**config.mk**
```make
export PLATFORM = sky130hd
export DESIGN_NAME = frame_reader
export DESIGN_NICKNAME = d
export VERILOG_FILES = /design/src/rtl/frame_pkg.sv /design/src/rtl/sync_fifo.sv /design/src/rtl/frame_reader.sv
export SDC_FILE = /design/constraint.sdc
export NUM_CORES = 1
export LEC_CHECK = 0
export ABC_AREA = 1
export BUFFER_PORTS_ARGS = -buffer_cell sky130_fd_sc_hd__buf_2
export CAP_MARGIN = 5
export CORE_MARGIN = 2
export CORE_UTILIZATION = 30
export DETAILED_ROUTE_END_ITERATION = 8
export PLACE_DENSITY = 0.53
export SLEW_MARGIN = 30
export SYNTH_ARGS = -nofsm -noshare
export SYNTH_HDL_FRONTEND = slang
export SYNTH_SLANG_ARGS = --single-unit
```
**constraint.sdc**
```tcl
create_clock -name clk -period 4.95 [get_ports clk]
set_input_delay 0.99 -clock clk [delete_from_list [all_inputs] [get_ports clk]]
set_output_delay 0.99 -clock clk [all_outputs]
set_load 0.005 [all_outputs]
```
**src/rtl/frame_pkg.sv**
```systemverilog
// Shared image geometry defaults and the frame reader state encoding.
package frame_pkg;
  localparam int D_WIDTH = 8;
  localparam int A_WIDTH = 19;
  localparam int IMG_W   = 640;
  localparam int IMG_H   = 480;

  typedef enum logic [1:0] {
    IDLE  = 2'd0,
    FETCH = 2'd1,
    DRAIN = 2'd2,
    DONE  = 2'd3
  } state_t;
endpackage

```
**src/rtl/sync_fifo.sv**
```systemverilog
// Small synchronous FIFO with occupancy count; head entry is presented combinationally.
module sync_fifo #(
  parameter int WIDTH = 8,
  parameter int DEPTH = 4,
  localparam int PW = (DEPTH > 1) ? $clog2(DEPTH) : 1,
  localparam int CW = $clog2(DEPTH + 1)
) (
  input  logic             clk,
  input  logic             rst_n,
  input  logic             push,
  input  logic [WIDTH-1:0] push_data,
  input  logic             pop,
  output logic [WIDTH-1:0] pop_data,
  output logic             full,
  output logic             empty,
  output logic [CW-1:0]    count
);
  logic [WIDTH-1:0] mem [DEPTH];
  logic [PW-1:0]    wr_ptr;
  logic [PW-1:0]    rd_ptr;
  logic             do_push;
  logic             do_pop;

  function automatic logic [PW-1:0] next_ptr(input logic [PW-1:0] p);
    if (p == PW'(DEPTH - 1)) next_ptr = {PW{1'b0}};
    else                     next_ptr = p + PW'(1);
  endfunction

  assign full     = (count == CW'(DEPTH));
  assign empty    = (count == {CW{1'b0}});
  assign do_push  = push && !full;
  assign do_pop   = pop && !empty;
  assign pop_data = mem[rd_ptr];

  // Storage, pointers and count; a simultaneous push and pop keeps count steady.
  always_ff @(posedge clk or negedge rst_n) begin
    if (!rst_n) begin
      for (int i = 0; i < DEPTH; i++) mem[i] <= {WIDTH{1'b0}};
      wr_ptr <= {PW{1'b0}};
      rd_ptr <= {PW{1'b0}};
      count  <= {CW{1'b0}};
    end else begin
      if (do_push) begin
        mem[wr_ptr] <= push_data;
        wr_ptr      <= next_ptr(wr_ptr);
      end
      if (do_pop) rd_ptr <= next_ptr(rd_ptr);
      case ({do_push, do_pop})
        2'b10:   count <= count + CW'(1);
        2'b01:   count <= count - CW'(1);
        default: count <= count;
      endcase
    end
  end
endmodule

```
**src/rtl/frame_reader.sv**
```systemverilog
// Streams one frame from a 1-cycle-latency memory into a ready/valid pixel port,
// throttling reads so the output FIFO can never overflow.
module frame_reader #(
  parameter int D_WIDTH    = frame_pkg::D_WIDTH,
  parameter int A_WIDTH    = frame_pkg::A_WIDTH,
  parameter int IMG_W      = frame_pkg::IMG_W,
  parameter int IMG_H      = frame_pkg::IMG_H,
  parameter int BASE_ADDR  = 0,
  parameter int FIFO_DEPTH = 4
) (
  input  logic               clk,
  input  logic               rst_n,
  input  logic               start,
  output logic               mem_ren,
  output logic [A_WIDTH-1:0] mem_raddr,
  input  logic [D_WIDTH-1:0] mem_rdata,
  output logic [D_WIDTH-1:0] pix_data,
  output logic               pix_valid,
  input  logic               pix_ready,
  output logic               pix_eol,
  output logic               pix_eof,
  output logic               busy,
  output logic               done
);
  import frame_pkg::*;

  localparam int NPIX = IMG_W * IMG_H;
  localparam int NW   = $clog2(NPIX);
  localparam int CW   = (IMG_W > 1) ? $clog2(IMG_W) : 1;
  localparam int RW   = (IMG_H > 1) ? $clog2(IMG_H) : 1;
  localparam int FCW  = $clog2(FIFO_DEPTH + 1);
  localparam logic [A_WIDTH-1:0] BASE = A_WIDTH'(BASE_ADDR);

  state_t         state;
  logic           inflight;
  logic [NW-1:0]  rd_idx;
  logic [CW-1:0]  col;
  logic [RW-1:0]  row;
  logic [FCW-1:0] fifo_count;
  logic           fifo_full;
  logic           fifo_empty;
  logic           pop;
  logic           last_rd;
  logic           drained;

  // The read issued last cycle lands on mem_rdata now and is pushed on this edge.
  sync_fifo #(
    .WIDTH (D_WIDTH),
    .DEPTH (FIFO_DEPTH)
  ) u_fifo (
    .clk       (clk),
    .rst_n     (rst_n),
    .push      (inflight),
    .push_data (mem_rdata),
    .pop       (pop),
    .pop_data  (pix_data),
    .full      (fifo_full),
    .empty     (fifo_empty),
    .count     (fifo_count)
  );

  assign pix_valid = !fifo_empty;
  assign pop       = pix_valid && pix_ready;
  assign pix_eol   = pix_valid && (col == CW'(IMG_W - 1));
  assign pix_eof   = pix_eol && (row == RW'(IMG_H - 1));
  assign last_rd   = (rd_idx == NW'(NPIX - 1));
  // Leave DRAIN as soon as the final pixel is leaving, so done follows the eof transfer directly.
  assign drained   = !inflight && (fifo_empty || ((fifo_count == FCW'(1)) && pop));

  // Read request: occupancy plus the read still in flight must leave room in the FIFO.
  always_comb begin
    mem_ren = 1'b0;
    if ((state == FETCH) && !fifo_full) begin
      mem_ren = ((32'(fifo_count) + 32'(inflight)) < 32'(FIFO_DEPTH));
    end else begin
      mem_ren = 1'b0;
    end
  end

  // Sequencer: frame state, read address, output-side position and status flags.
  always_ff @(posedge clk or negedge rst_n) begin
    if (!rst_n) begin
      state     <= IDLE;
      inflight  <= 1'b0;
      rd_idx    <= {NW{1'b0}};
      mem_raddr <= BASE;
      col       <= {CW{1'b0}};
      row       <= {RW{1'b0}};
      busy      <= 1'b0;
      done      <= 1'b0;
    end else begin
      inflight <= mem_ren;
      if (pop) begin
        if (col == CW'(IMG_W - 1)) begin
          col <= {CW{1'b0}};
          row <= (row == RW'(IMG_H - 1)) ? {RW{1'b0}} : row + RW'(1);
        end else begin
          col <= col + CW'(1);
        end
      end
      case (state)
        IDLE: begin
          done <= 1'b0;
          if (start) begin
            state <= FETCH;
            busy  <= 1'b1;
          end
        end
        FETCH: begin
          if (mem_ren) begin
            if (last_rd) begin
              state     <= DRAIN;
              rd_idx    <= {NW{1'b0}};
              mem_raddr <= BASE;
            end else begin
              rd_idx    <= rd_idx + NW'(1);
              mem_raddr <= mem_raddr + A_WIDTH'(1);
            end
          end
        end
        DRAIN: begin
          if (drained) begin
            state <= DONE;
            busy  <= 1'b0;
            done  <= 1'b1;
          end
        end
        DONE: begin
          state <= IDLE;
          done  <= 1'b0;
        end
        default: begin
          state <= IDLE;
          busy  <= 1'b0;
          done  <= 1'b0;
        end
      endcase
    end
  end
endmodule

```
# Word-level counts from Yosys, hierarchy flattened
# Cells that the tools add are included.
# word_totals
reg_bits	101
elab_cells	94
# op_classes
n_addsub	9
n_lt_le_gt_ge	4
n_eq_ne	16
muxes	24
n_bitwise	2
reduce_logical	24
# op_table
cell	n
adder 19 x 1 -> 19 bit (second input constant)	2
2-to-1 mux 19 bit	2
bitwise mux 32 bit	1
2-to-1 mux 8 bit	3
== test 19 bit (second input constant)	1
binary-select mux 8 bit (select 2 bit)	1
demux 8 bit (select 2 bit)	1
2-to-1 mux 2 bit	6
adder 10 x 1 -> 10 bit (second input constant)	1
== test 10 bit (second input constant)	1
== test 2 bit (second input constant)	5
2-to-1 mux 10 bit	1
adder 9 x 1 -> 9 bit (second input constant)	1
== test 9 bit (second input constant)	1
logical AND 1 bit	9
2-to-1 mux 9 bit	1
inequality test 2 bit (second input constant)	4
case mux 2 bit (4 select lines)	1
greater-or-equal comparator 3 bit (second input constant)	2
NOT 2 -> 3 bit	2
case mux 3 bit (2 select lines)	1
AND reduction 2 bit	3
nonzero test 2 bit	3
adder 2 x 1 -> 2 bit (second input constant)	2
other kinds (17)	24

# Logic depth before layout (Yosys ltp)
# Gate-level depths: netlist of the first run.
# logic_depth
depth_word	8
mapped_depth	12
ltp_nobuf	11

# By module
# From an unflattened synthesis of the first run, not the netlist that was laid out.
# hier_totals
cells_unflattened	736
hier_area_um2	5718.0
# modules_own_cells
module	n_inst	cells_per_inst	area_per_inst_um2	seq_area_each_um2
frame_reader	1	479	3611.0	1551.5
sync_fifo	1	257	2107.0	975.9

# Worst setup path after synthesis of the first run
# Ideal clock, no wire load.
# synth_path
kind	input to register
startpoint	input pix_ready
endpoint	register u_fifo.count[2]
setup_time_ps	118
arrival_ps	2036
slack_ps	2796
cell_stages	7
cell_sequence	nand2_2 > clkinv_1 > ha_1 > nor2_1 > o21ai_0 > xor2_1 > inv_1
# synth_between
elab_chain_len	4
# synth_rtl
element	line_no	source
start, declared	frame_reader.sv:19	input logic pix_ready,
logical AND 1 bit (*)	frame_reader.sv:63	assign pop = pix_valid && pix_ready;
via pop	frame_reader.sv:42	logic pop;
logical AND 1 bit (*)	sync_fifo.sv:32	assign do_pop = pop && !empty;
== test 2 x 1 -> 1 bit / == test 2 bit (equally long branches)	sync_fifo.sv:48	case ({do_push, do_pop})
case mux 3 bit (2 select lines) / nonzero test 2 bit (equally long branches)	-	
end signal, assigned	sync_fifo.sv:49	2'b10: count <= count + CW'(1);
end signal, assigned	sync_fifo.sv:50	2'b01: count <= count - CW'(1);
end signal, assigned	sync_fifo.sv:51	default: count <= count;
end, declared	sync_fifo.sv:16	output logic [CW-1:0] count
# The timed path passes the listed nets; every way through them passes the cells marked *.
# A chain may end at the register's enable or synchronous reset.

# Final worst setup path of the first run
# layout_path
startpoint	register u_fifo.rd_ptr[0]
endpoint	output pix_data[3]
# layout_between
elab_chain_len	4
# layout_rtl
element	line_no	source
start, declared	sync_fifo.sv:20	logic [PW-1:0] rd_ptr;
start signal, assigned	sync_fifo.sv:40	rd_ptr <= {PW{1'b0}};
start signal, assigned	sync_fifo.sv:47	if (do_pop) rd_ptr <= next_ptr(rd_ptr);
NOT 2 -> 3 bit (not written as such)	sync_fifo.sv:33	assign pop_data = mem[rd_ptr];
binary-select mux 8 bit (select 2 bit)	sync_fifo.sv:33	
2-to-1 mux 8 bit (not written as such) (2 in a row)	sync_fifo.sv:33	
end, declared	frame_reader.sv:17	output logic [D_WIDTH-1:0] pix_data,
# No other way between the ends. The select of a mux whose other input is x is not followed.

==> run_results.csv, run 1 <==
group,metric,value,unit
timing,relSlewSlack,39.2,%
pwr,power.leakage,2.96,nW
layout,nFillCells,1874,
floorplanning,core,17200,um2
job,cap_violations,0,
route,wl_per_cell,12.1,um
status,status,"complete, no violations",
floorplanning,rows,48,
grt,grt.overflow.total,0,
worst_setup_path,cp.required,3.96,ns
placement,gp_congestion,0.837,
timing,rsz0062_at_grt,"false",
grt,grt_first_pass_wirelength,19.7,mm
logic_synthesis,synth-seq-cells,101,
cts,hold_buffers,0,
worst_setup_path,reg2reg_to,"state[0]$_DFFE_PN0P_",
grt,grt_use_total,13.3,%
cts,max-clock-path-buffers,2,
logic_synthesis,synth.distinct_cells,31,
grt,antenna_found_initial,0,
grt,grt_pass1_vias,4103,
logic_synthesis,synth_area_leader_cell,"dfrtp_1",
logic_synthesis,synth_top_area_share,48.4,%
floorplanning,ioPinCount,45,
logic_synthesis,synth_top_family_by_area,"simple AND/OR/NAND/NOR gates",
worst_setup_path,reg2reg_slack,2.37,ns
logic_synthesis,synthMuxAreaShare,0,%
placement,dp_slack,2.29,ns
worst_setup_path,critPathCaptureType,"output port",
timing,setup_viol,0,
cts,cts.clk_slew.worst_paths,0.07,ns
worst_setup_path,worstPathArrival,2.03,ns
cts,cts_buffers,9,
route,wirelength,11.3,mm
hold_path,hold_class,"flop to flop",
timing,fmax,332,MHz
worst_setup_path,startpoint_type,"flop",
timing,worstMarginPinSlew,0.910,ns
layout,multiInputGateArea,2290,um2
hold_path,holdPathEnd,"busy$_DFFE_PN0P_",
layout,area_growth,14.3,%
placement,post_dp_cell_area,5670,um2
logic_synthesis,synth-xor-area-share,2.85,%
logic_synthesis,synth_area_leaders,"dfrtp_1, nand2_1, o21ai_0",
logic_synthesis,seq_area_frac_synth,48.4,%
placement,port_buffers,44,
placement,post-dp-hpwl,7.89,mm
floorplanning,die_h,136,um
floorplanning,die-area,18500,um2
floorplanning,die_w,136,um
worst_setup_path,reg2reg_depth,12,
layout,antennaDiodeCount,0,
worst_setup_path,rr_startpoint,"state[1]$_DFFE_PN0P_",
cts,htree_num_levels,3,
cts,insertion_delay,0.35,ns
logic_synthesis,yosysWarningCount,0,
route,drt.antenna.violating_nets,0,
route,vias_per_cell,4.60,
worst_setup_path,crit_type,"flop to output port",
layout,utilization,34.7,%
cts,ctsResizeCount,0,
worst_setup_path,critPathSlowestCell,"dfrtp_1",
logic_synthesis,synth_nets,690,
route,drtIter0Drc,269,
route,drc,0,
worst_setup_path,worst-path-max-fanout,19,
cts,cts_tree,"built",
logic_synthesis,syn_area_per_cell,7.89,um2
grt,grt_max_degree,73,
timing,fin_ws,1.93,ns
worst_setup_path,cp_cell_sequence,"inv_1 > o21ai_0 > o22ai_1 > buf_2",
route,num_vias,4301,
hold_path,hp-start,"busy$_DFFE_PN0P_",
hold_path,min_delay_path_depth,2,
worst_setup_path,cp_num_buf_inv,2,
pwr,ir_drop,200,uV
floorplanning,start_util,30.4,%
cts,cts_setup_buffers,0,
timing,min_period,3.02,ns
layout,fin_area,5960,um2
logic_synthesis,netlist_instances,661,
logic_synthesis,synth_area,5220,um2
logic_synthesis,synth_fa_ha_area_share,4.08,%
timing,hold_slack,0.468,ns
worst_setup_path,worst_path_dominant_cell_family,"flip-flops",
cts,clock_sinks,101,
cts,cts-root-buf,"clkbuf_16",
logic_synthesis,synth_compound_area_share,10.6,%
route,dr.pass1.iters,4,
pwr,p_per_area,476,nW/um2
layout,nets,735,
logic_synthesis,yosys.area_share.simple,26.5,%
timing,fin_tns_setup,0,ns
timing,hold_viol,0,
layout,drive_gt1_share,10.5,%
timing,finClkSkew,0.00986,ns
worst_setup_path,cpPeakStageDelay,0.73,ns
timing,maxSlewViolCount,0,
layout,seq_area,2530,um2
timing,fin_crit_sh,60.9,%
==> cell families (layout without fill, tap and decap cells) <==
family	after synthesis	after routing
DFF	101	101
AOI/OAI and AO/OA	105	105
and+or+nand+nor	322	322
xor gates and xnor gates	17	17
buffers and inverters	99	149
adders and majority gates	17	17
==> cells in the mapped netlist <==
library cell / count
o21ai_1: 2
nor2_4: 2
o21a_1: 2
ha_1: 17
dfrtp_1: 101
nor3_2: 2
or2_2: 1
inv_2: 2
o22ai_1: 8
nand4_1: 16
a31oi_1: 2
clkbuf_1: 3
buf_6: 2
xor2_1: 11
nor2_2: 4
nand3b_1: 2
xnor2_1: 6
o211ai_1: 1
o21bai_1: 2
nand3_1: 45
nand2_1: 153
inv_1: 83
nand2_2: 1
a21oi_1: 13
o21ai_0: 75
inv_4: 1
nor3b_1: 2
nor3_1: 14
clkinv_1: 1
buf_2: 7
nor2_1: 80
==> layout make-up <==
| type | instances | share of cell area, % |
|---|---|---|
| inverter | 87 | 5.52 |
| tap | 225 | 4.72 |
| multi-input combinational | 461 | 38.4 |
| timing repair buffer | 46 | 4.05 |
| clock inverter | 7 | 1.11 |
| sequential | 101 | 42.4 |
| clock buffer | 9 | 3.78 |
==> through the flow <==
stage	std cells	total power (W)
after floorplan	661	0.00188
after global placement	920	0.00215
after detailed placement	920	0.00216
after CTS	936	0.00289
after global routing	936	0.00311
final	936	0.00284
==> report_power, final <==
group	total, W	switching [W]	internal [W]
clock	0.000708	0.000353	0.000355
combinational	0.000850	0.000498	0.000352
sequential	0.00128	0.000213	0.00107
total	0.00284	0.00106	0.00177
==> routing by layer <==
metal  vias to the layer above  wire [um]  global-route usage [%]
met4                         0        106                    3.82
li1                       2231          -                       -
met1                      2002       5680                    18.0
met3                         8        381                    2.91
met2                        60       5150                    21.5
met5                         -          0                       0
==> cells in the final DEF (no fill, tap or decap), types with 2 or more instances in the layout <==
cell type	synthesis	final
nand3_1	45	45
nand4_1	16	16
o21a_1	2	2
dfrtp_1	101	101
inv_2	2	2
buf_4	0	2
nand3b_1	2	2
a21oi_1	13	13
nor3b_1	2	2
xnor2_1	6	6
nor2_4	2	2
clkinvlp_4	0	2
o21ai_0	75	75
inv_1	83	83
nor3_2	2	2
clkbuf_16	0	9
nand2_1	153	153
nor2_2	4	4
xor2_1	11	11
nor3_1	14	14
buf_2	7	43
ha_1	17	17
o21bai_1	2	2
o21ai_1	2	2
o22ai_1	8	8
nor2_1	80	80
inv_8	0	3
a31oi_1	2	2
==> worst max-delay path by stage <==
stage / start / end / slack (ns) / cells past startpoint
6_report: u_fifo.rd_ptr[0]$_DFFE_PN0P_ / pix_data[3] / 1.93 / 4
3_5_place_dp: u_fifo.rd_ptr[0]$_DFFE_PN0P_ / pix_data[7] / 2.29 / 4
2_1_floorplan: pix_ready / u_fifo.count[2]$_DFFE_PN0P_ / 2.80 / 7
3_3_place_gp: u_fifo.rd_ptr[0]$_DFFE_PN0P_ / pix_data[0] / 2.37 / 4
4_1_cts: u_fifo.rd_ptr[0]$_DFFE_PN0P_ / pix_data[7] / 1.92 / 4
5_1_grt: u_fifo.rd_ptr[0]$_DFFE_PN0P_ / pix_data[7] / 1.76 / 4
==> worst min-delay path: cells and delay by family (launching register included) <==
| family | cells | cell delay [ns] |
|---|---|---|
| simple gates | 2 | 0.09 |
| flops | 1 | 0.34 |
==> flip-flops by register name, summed over array words and instances, names as in the netlist <==
| signal | count |
|---|---|
| rd_idx | 19 |
| done | 1 |
| inflight | 1 |
| u_fifo.rd_ptr | 2 |
| u_fifo.count | 3 |
| row | 9 |
| busy | 1 |
| u_fifo.wr_ptr | 2 |
| mem_raddr | 19 |
| state | 2 |
| col | 10 |
| u_fifo.mem | 32 |
(Power assumes the default switching activity.)
==> inputs of run 2 (changes only) <==
--- a/config.mk
+++ b/config.mk
@@ -11,7 +11,7 @@
 export CORE_MARGIN = 2
 export CORE_UTILIZATION = 30
 export DETAILED_ROUTE_END_ITERATION = 8
-export PLACE_DENSITY = 0.53
+export PLACE_DENSITY = 0.54
 export SLEW_MARGIN = 30
 export SYNTH_ARGS = -nofsm -noshare
 export SYNTH_HDL_FRONTEND = slang
==> constraint.sdc (replaced) <==
create_clock -name clk -period 2.6 [get_ports clk]
set_input_delay 0.52 -clock clk [delete_from_list [all_inputs] [get_ports clk]]
set_output_delay 0.52 -clock clk [all_outputs]
set_load 0.005 [all_outputs]
==> run_results.csv, run 2 (same netlist as run 1, synthesis figures left out) <==
group,metric,value,unit
timing,fin_tns_setup,0,ns
worst_setup_path,crit_type,"flop to output port",
placement,port_buffers,44,
layout,area_growth,15.0,%
worst_setup_path,worst-path-max-fanout,19,
route,drt.antenna.violating_nets,0,
route,vias_per_cell,4.52,
grt,grt_pass1_vias,3978,
floorplanning,core,17200,um2
hold_path,hold_class,"input pin to asynchronous set/reset pin",
layout,reg_top3,"u_fifo.mem (32), mem_raddr (19), rd_idx (19)",
cts,clock_sinks,101,
layout,drive_gt1_share,10.9,%
timing,relSlewSlack,57.9,%
placement,post-dp-hpwl,7.92,mm
layout,fin_area,6000,um2
pwr,p_sw,0.00202,W
route,wl_per_cell,11.9,um
layout,top_register,"u_fifo.mem",
layout,final_common_cell,"nand2_1",
timing,setup_viol,0,
grt,grt_max_degree,48,
timing,fmax,434,MHz
floorplanning,die_h,136,um
route,dr.pass1.iters,4,
grt,grt_first_pass_wirelength,19.3,mm
grt,antenna_found_initial,0,
worst_setup_path,cp.required,2.08,ns
pwr,p_seq_share,43.9,%
timing,rsz0062_at_grt,"false",
cts,cts.clk_slew.worst_paths,0.08,ns
cts,cts_tree,"built",
route,num_vias,4245,
worst_setup_path,critPathCaptureType,"output port",
floorplanning,ioPinCount,45,
cts,insertion_delay,0.36,ns
cts,cts_setup_buffers,0,
placement,gp_congestion,0.796,
pwr,power.leakage,2.99,nW
route,drc,0,
pwr,p_sw_share,37.3,%
cts,cts_buffers,9,
worst_setup_path,startpoint_type,"flop",
cts,cts-root-buf,"clkbuf_16",
layout,nets,738,
floorplanning,rows,48,
cts,htree_num_levels,3,
pwr,clock_power_share,25.0,%
floorplanning,die_w,136,um
pwr,ir_drop,465,uV
layout,final_cell_mix,"nand2_1, dfrtp_1, inv_1",
floorplanning,start_util,30.4,%
pwr,p_comb_share,31.1,%
cts,ctsResizeCount,0,
timing,min_period,2.30,ns
timing,maxSlewViolCount,0,
placement,post_dp_cell_area,5700,um2
layout,antennaDiodeCount,0,
status,status,"complete, no violations",
timing,worstMarginPinSlew,0.631,ns
timing,finClkSkew,0.0100,ns
route,drtIter0Drc,265,
timing,hold_viol,0,
cts,hold_buffers,0,
route,wirelength,11.2,mm
worst_setup_path,worstPathArrival,1.78,ns
timing,fin_crit_sh,88.6,%
grt,grt_use_total,13.1,%
grt,grt.overflow.total,0,
pwr,internal_power,0.00340,W
floorplanning,die-area,18500,um2
cts,max-clock-path-buffers,2,
job,cap_violations,0,
pwr,p_per_area,904,nW/um2
layout,largest_reg_flops,32,
[run 2: cell types whose count changed in the layout (fill, tap and decap cells not counted)]
cell / previous run / this run
clkinv_4: 1 / 2
clkinvlp_4: 2 / 0
buf_4: 2 / 5
buf_12: 0 / 1
inv_8: 3 / 4
buf_6: 1 / 0
[run 2: final cells by class]
class / count / area [um2]
fillers: 1867 / 11200
flip-flops and latches: 101 / 2530
multi-input cells: 461 / 2290
inverters: 87 / 329
well taps: 225 / 282
repair buffers: 49 / 273
clock buffers: 9 / 225
clock inverters: 7 / 71.3
[run 2: stage by stage]
stage | power [W] | hold slack (ns) | utilization, % | std cells | worst slack [ns]
CTS | 0.00553 | 0.208 | 34.9 | 939 | 0.260
detailed placement | 0.00414 | 0.457 | 33.2 | 923 | 0.463
finish | 0.00543 | 0.176 | 34.9 | 939 | 0.296
global route | 0.00592 | 0.227 | 34.9 | 939 | 0.112
floorplan | 0.00357 | 0.224 | - | 661 | 0.649
global placement | 0.00411 | 0.457 | 33.2 | 923 | 0.513
[run 2: path summary, 6_finish.rpt]
check | slack, ns | cells past startpoint | from | endpoint
min reg2reg | 0.47 | 2 | busy$_DFFE_PN0P_ | busy$_DFFE_PN0P_
max | 0.30 | 8 | state[1]$_DFFE_PN0P_ | mem_ren
min in group clk | 0.47 | 3 | mem_rdata[2] | u_fifo.mem[2]$_DFFE_PN0P_
min | 0.18 | 1 | rst_n | busy$_DFFE_PN0P_
max reg2reg | 0.44 | 10 | u_fifo.count[0]$_DFFE_PN0P_ | u_fifo.count[2]$_DFFE_PN0P_
max in group asynchronous | 1.74 | 2 | rst_n | row[2]$_DFFE_PN0P_
[run 2: power by group through the flow]
stage               Clock (W)  Combinational (W)  Sequential, W
floorplan                   0            0.00125        0.00232
finish                0.00135            0.00169        0.00238
global placement            0            0.00170        0.00241
CTS                   0.00141            0.00174        0.00239
global route          0.00147            0.00200        0.00246
detailed placement          0            0.00173        0.00241
[run 2: routing by layer]
metal	part of all wire [%]	vias up	routed length [um]	track usage, %
li1	-	2242	-	-
met1	50	1943	5570	17.6
met3	3.0	10	333	3.28
met5	0	-	0	0
met2	46	50	5180	21.1
met4	1.2	0	130	3.82
[run 2: worst max-delay path: stages, from the launching register on]
cell,delay [ns]
dfrtp_1,0.38
inv_1,0.07
ha_1,0.19
inv_1,0.09
nor2_1,0.04
nand2_1,0.12
buf_4,0.29
inv_4,0.10
buf_2,0.14
==> inputs of run 3 (changes only) <==
--- a/config.mk
+++ b/config.mk
@@ -9,9 +9,9 @@
 export BUFFER_PORTS_ARGS = -buffer_cell sky130_fd_sc_hd__buf_2
 export CAP_MARGIN = 5
 export CORE_MARGIN = 2
-export CORE_UTILIZATION = 30
+export CORE_UTILIZATION = 40
 export DETAILED_ROUTE_END_ITERATION = 8
-export PLACE_DENSITY = 0.54
+export PLACE_DENSITY = 0.7
 export SLEW_MARGIN = 30
 export SYNTH_ARGS = -nofsm -noshare
 export SYNTH_HDL_FRONTEND = slang
==> run_results.csv, run 3 (same netlist as run 1, synthesis figures left out) <==
group,metric,value,unit
cts,clock_sinks,101,
grt,grt_max_degree,47,
placement,post_dp_cell_area,5650,um2
pwr,power.leakage,3.00,nW
timing,finClkSkew,0.00620,ns
pwr,clock_power_share,24.6,%
layout,final_cell_mix,"nand2_1, dfrtp_1, inv_1",
worst_setup_path,critPathSlowestCell,"dfrtp_1",
worst_setup_path,worstPathArrival,1.76,ns
worst_setup_path,worst-path-max-fanout,4,
route,drt.antenna.violating_nets,0,
cts,hold_buffers,0,
grt,grt_use_total,17.2,%
job,cap_violations,0,
route,drc,0,
cts,htree_num_levels,3,
grt,met1_usage,22.8,%
route,num_vias,4370,
floorplanning,start_util,41.2,%
timing,fmax,439,MHz
layout,fin_area,5950,um2
status,status,"complete, no violations",
pwr,ir_drop,461,uV
worst_setup_path,startpoint_type,"flop",
placement,post-dp-hpwl,7.76,mm
route,dr.pass1.iters,4,
layout,reg_top3,"u_fifo.mem (32), mem_raddr (19), rd_idx (19)",
hold_path,hold_class,"input pin to asynchronous set/reset pin",
timing,min_period,2.28,ns
grt,grt-busiest-layer,"met2",
grt,grt_pass1_vias,4195,
floorplanning,die_h,118,um
route,wl_per_cell,12.4,um
timing,hold_viol,0,
placement,port_buffers,44,
timing,relSlewSlack,61.1,%
cts,cts_buffers,9,
grt,grt.overflow.total,0,
layout,nets,742,
pwr,p_sw_share,36.6,%
pwr,total_power,0.00542,W
route,wirelength,11.1,mm
cts,cts_setup_buffers,0,
pwr,p_seq_share,44.3,%
layout,largest_reg_flops,32,
grt,use_met3,4.78,%
worst_setup_path,reg2reg_slack,0.49,ns
cts,ctsResizeCount,0,
floorplanning,core,12700,um2
grt,antenna_found_initial,0,
floorplanning,ioPinCount,45,
route,vias_per_cell,4.91,
cts,max-clock-path-buffers,2,
timing,worstMarginPinSlew,0.583,ns
worst_setup_path,crit_type,"flop to output port",
cts,cts.clk_slew.worst_paths,0.07,ns
cts,insertion_delay,0.36,ns
pwr,internal_power,0.00344,W
layout,area_growth,14.0,%
floorplanning,rows,41,
floorplanning,die-area,14000,um2
timing,maxSlewViolCount,0,
timing,fin_ws,0.323,ns
placement,gp_congestion,0.795,
layout,antennaDiodeCount,0,
pwr,p_sw,0.00198,W
worst_setup_path,cpPeakStageDelay,0.39,ns
timing,fin_tns_setup,0,ns
placement,dp_slack,0.488,ns
route,drtIter0Drc,306,
pwr,p_comb_share,31.1,%
floorplanning,die_w,118,um
worst_setup_path,cp_cell_sequence,"ha_1 > nand3_1 > nor2_1 > nand4_1 > nor3_1 > buf_2",
cts,cts-root-buf,"clkbuf_16",
grt,grt_first_pass_wirelength,19.7,mm
grt,grt_util_met2,27.9,%
worst_setup_path,critPathCaptureType,"output port",
layout,top_register,"u_fifo.mem",
layout,drive_gt1_share,11.4,%
cts,cts_tree,"built",
layout,final_common_cell,"nand2_1",
timing,fin_crit_sh,87.6,%
worst_setup_path,cp.required,2.08,ns
timing,setup_viol,0,
timing,rsz0062_at_grt,"false",
pwr,p_per_area,912,nW/um2
## run 3: layer usage
layer  share of wire, %  wire length, um
met1                 48             5270
met2                 47             5190
met3                4.6              509
met4                1.0              114
met5                  0                0
## run 3: layout make-up
| class | count | area (um2) |
|---|---|---|
| clock buffer | 11 | 253 |
| clock inverter | 5 | 42.5 |
| fill | 1286 | 6720 |
| inverter | 87 | 329 |
| multi-input combinational | 461 | 2290 |
| sequential | 101 | 2530 |
| tap | 172 | 215 |
| timing repair buffer | 53 | 290 |
## run 3: final timing paths
path                                                to  depth (start not counted)                   startpoint
max                                            pix_eof                          6           row[0]$_DFFE_PN0P_
max in group asynchronous   u_fifo.mem[19]$_DFFE_PN0P_                          2                        rst_n
min                              rd_idx[4]$_DFFE_PN0P_                          1                        rst_n
min in group clk                      busy$_DFFE_PN0P_                          2             busy$_DFFE_PN0P_
min reg2reg                           busy$_DFFE_PN0P_                          2             busy$_DFFE_PN0P_
max reg2reg                u_fifo.count[2]$_DFFE_PN0P_                         10  u_fifo.count[0]$_DFFE_PN0P_
## run 3: worst max-delay path: cells and delay by family (launching register included)
kind | cells | cell delay, ns
adders and majority gates | 1 | 0.20
DFF | 1 | 0.39
and+or+nand+nor | 4 | 0.68
buffers and inverters | 1 | 0.13
## run 3: through the flow
stage                     instances  hold slack (ns)  util [%]
after detailed placement        874            0.468      44.6
after CTS                       890            0.189      47.0
final                           890            0.165      47.0
after global routing            890            0.217      47.0
after floorplan                 661            0.224         -
after global placement          874            0.450      44.6
## run 3: power by group through the flow
stage               clock network [W]  logic, W  registers, W
global placement                    0   0.00167       0.00241
CTS                           0.00138   0.00172       0.00240
global route                  0.00144   0.00199       0.00247
detailed placement                  0   0.00171       0.00242
finish                        0.00134   0.00169       0.00240
floorplan                           0   0.00125       0.00232
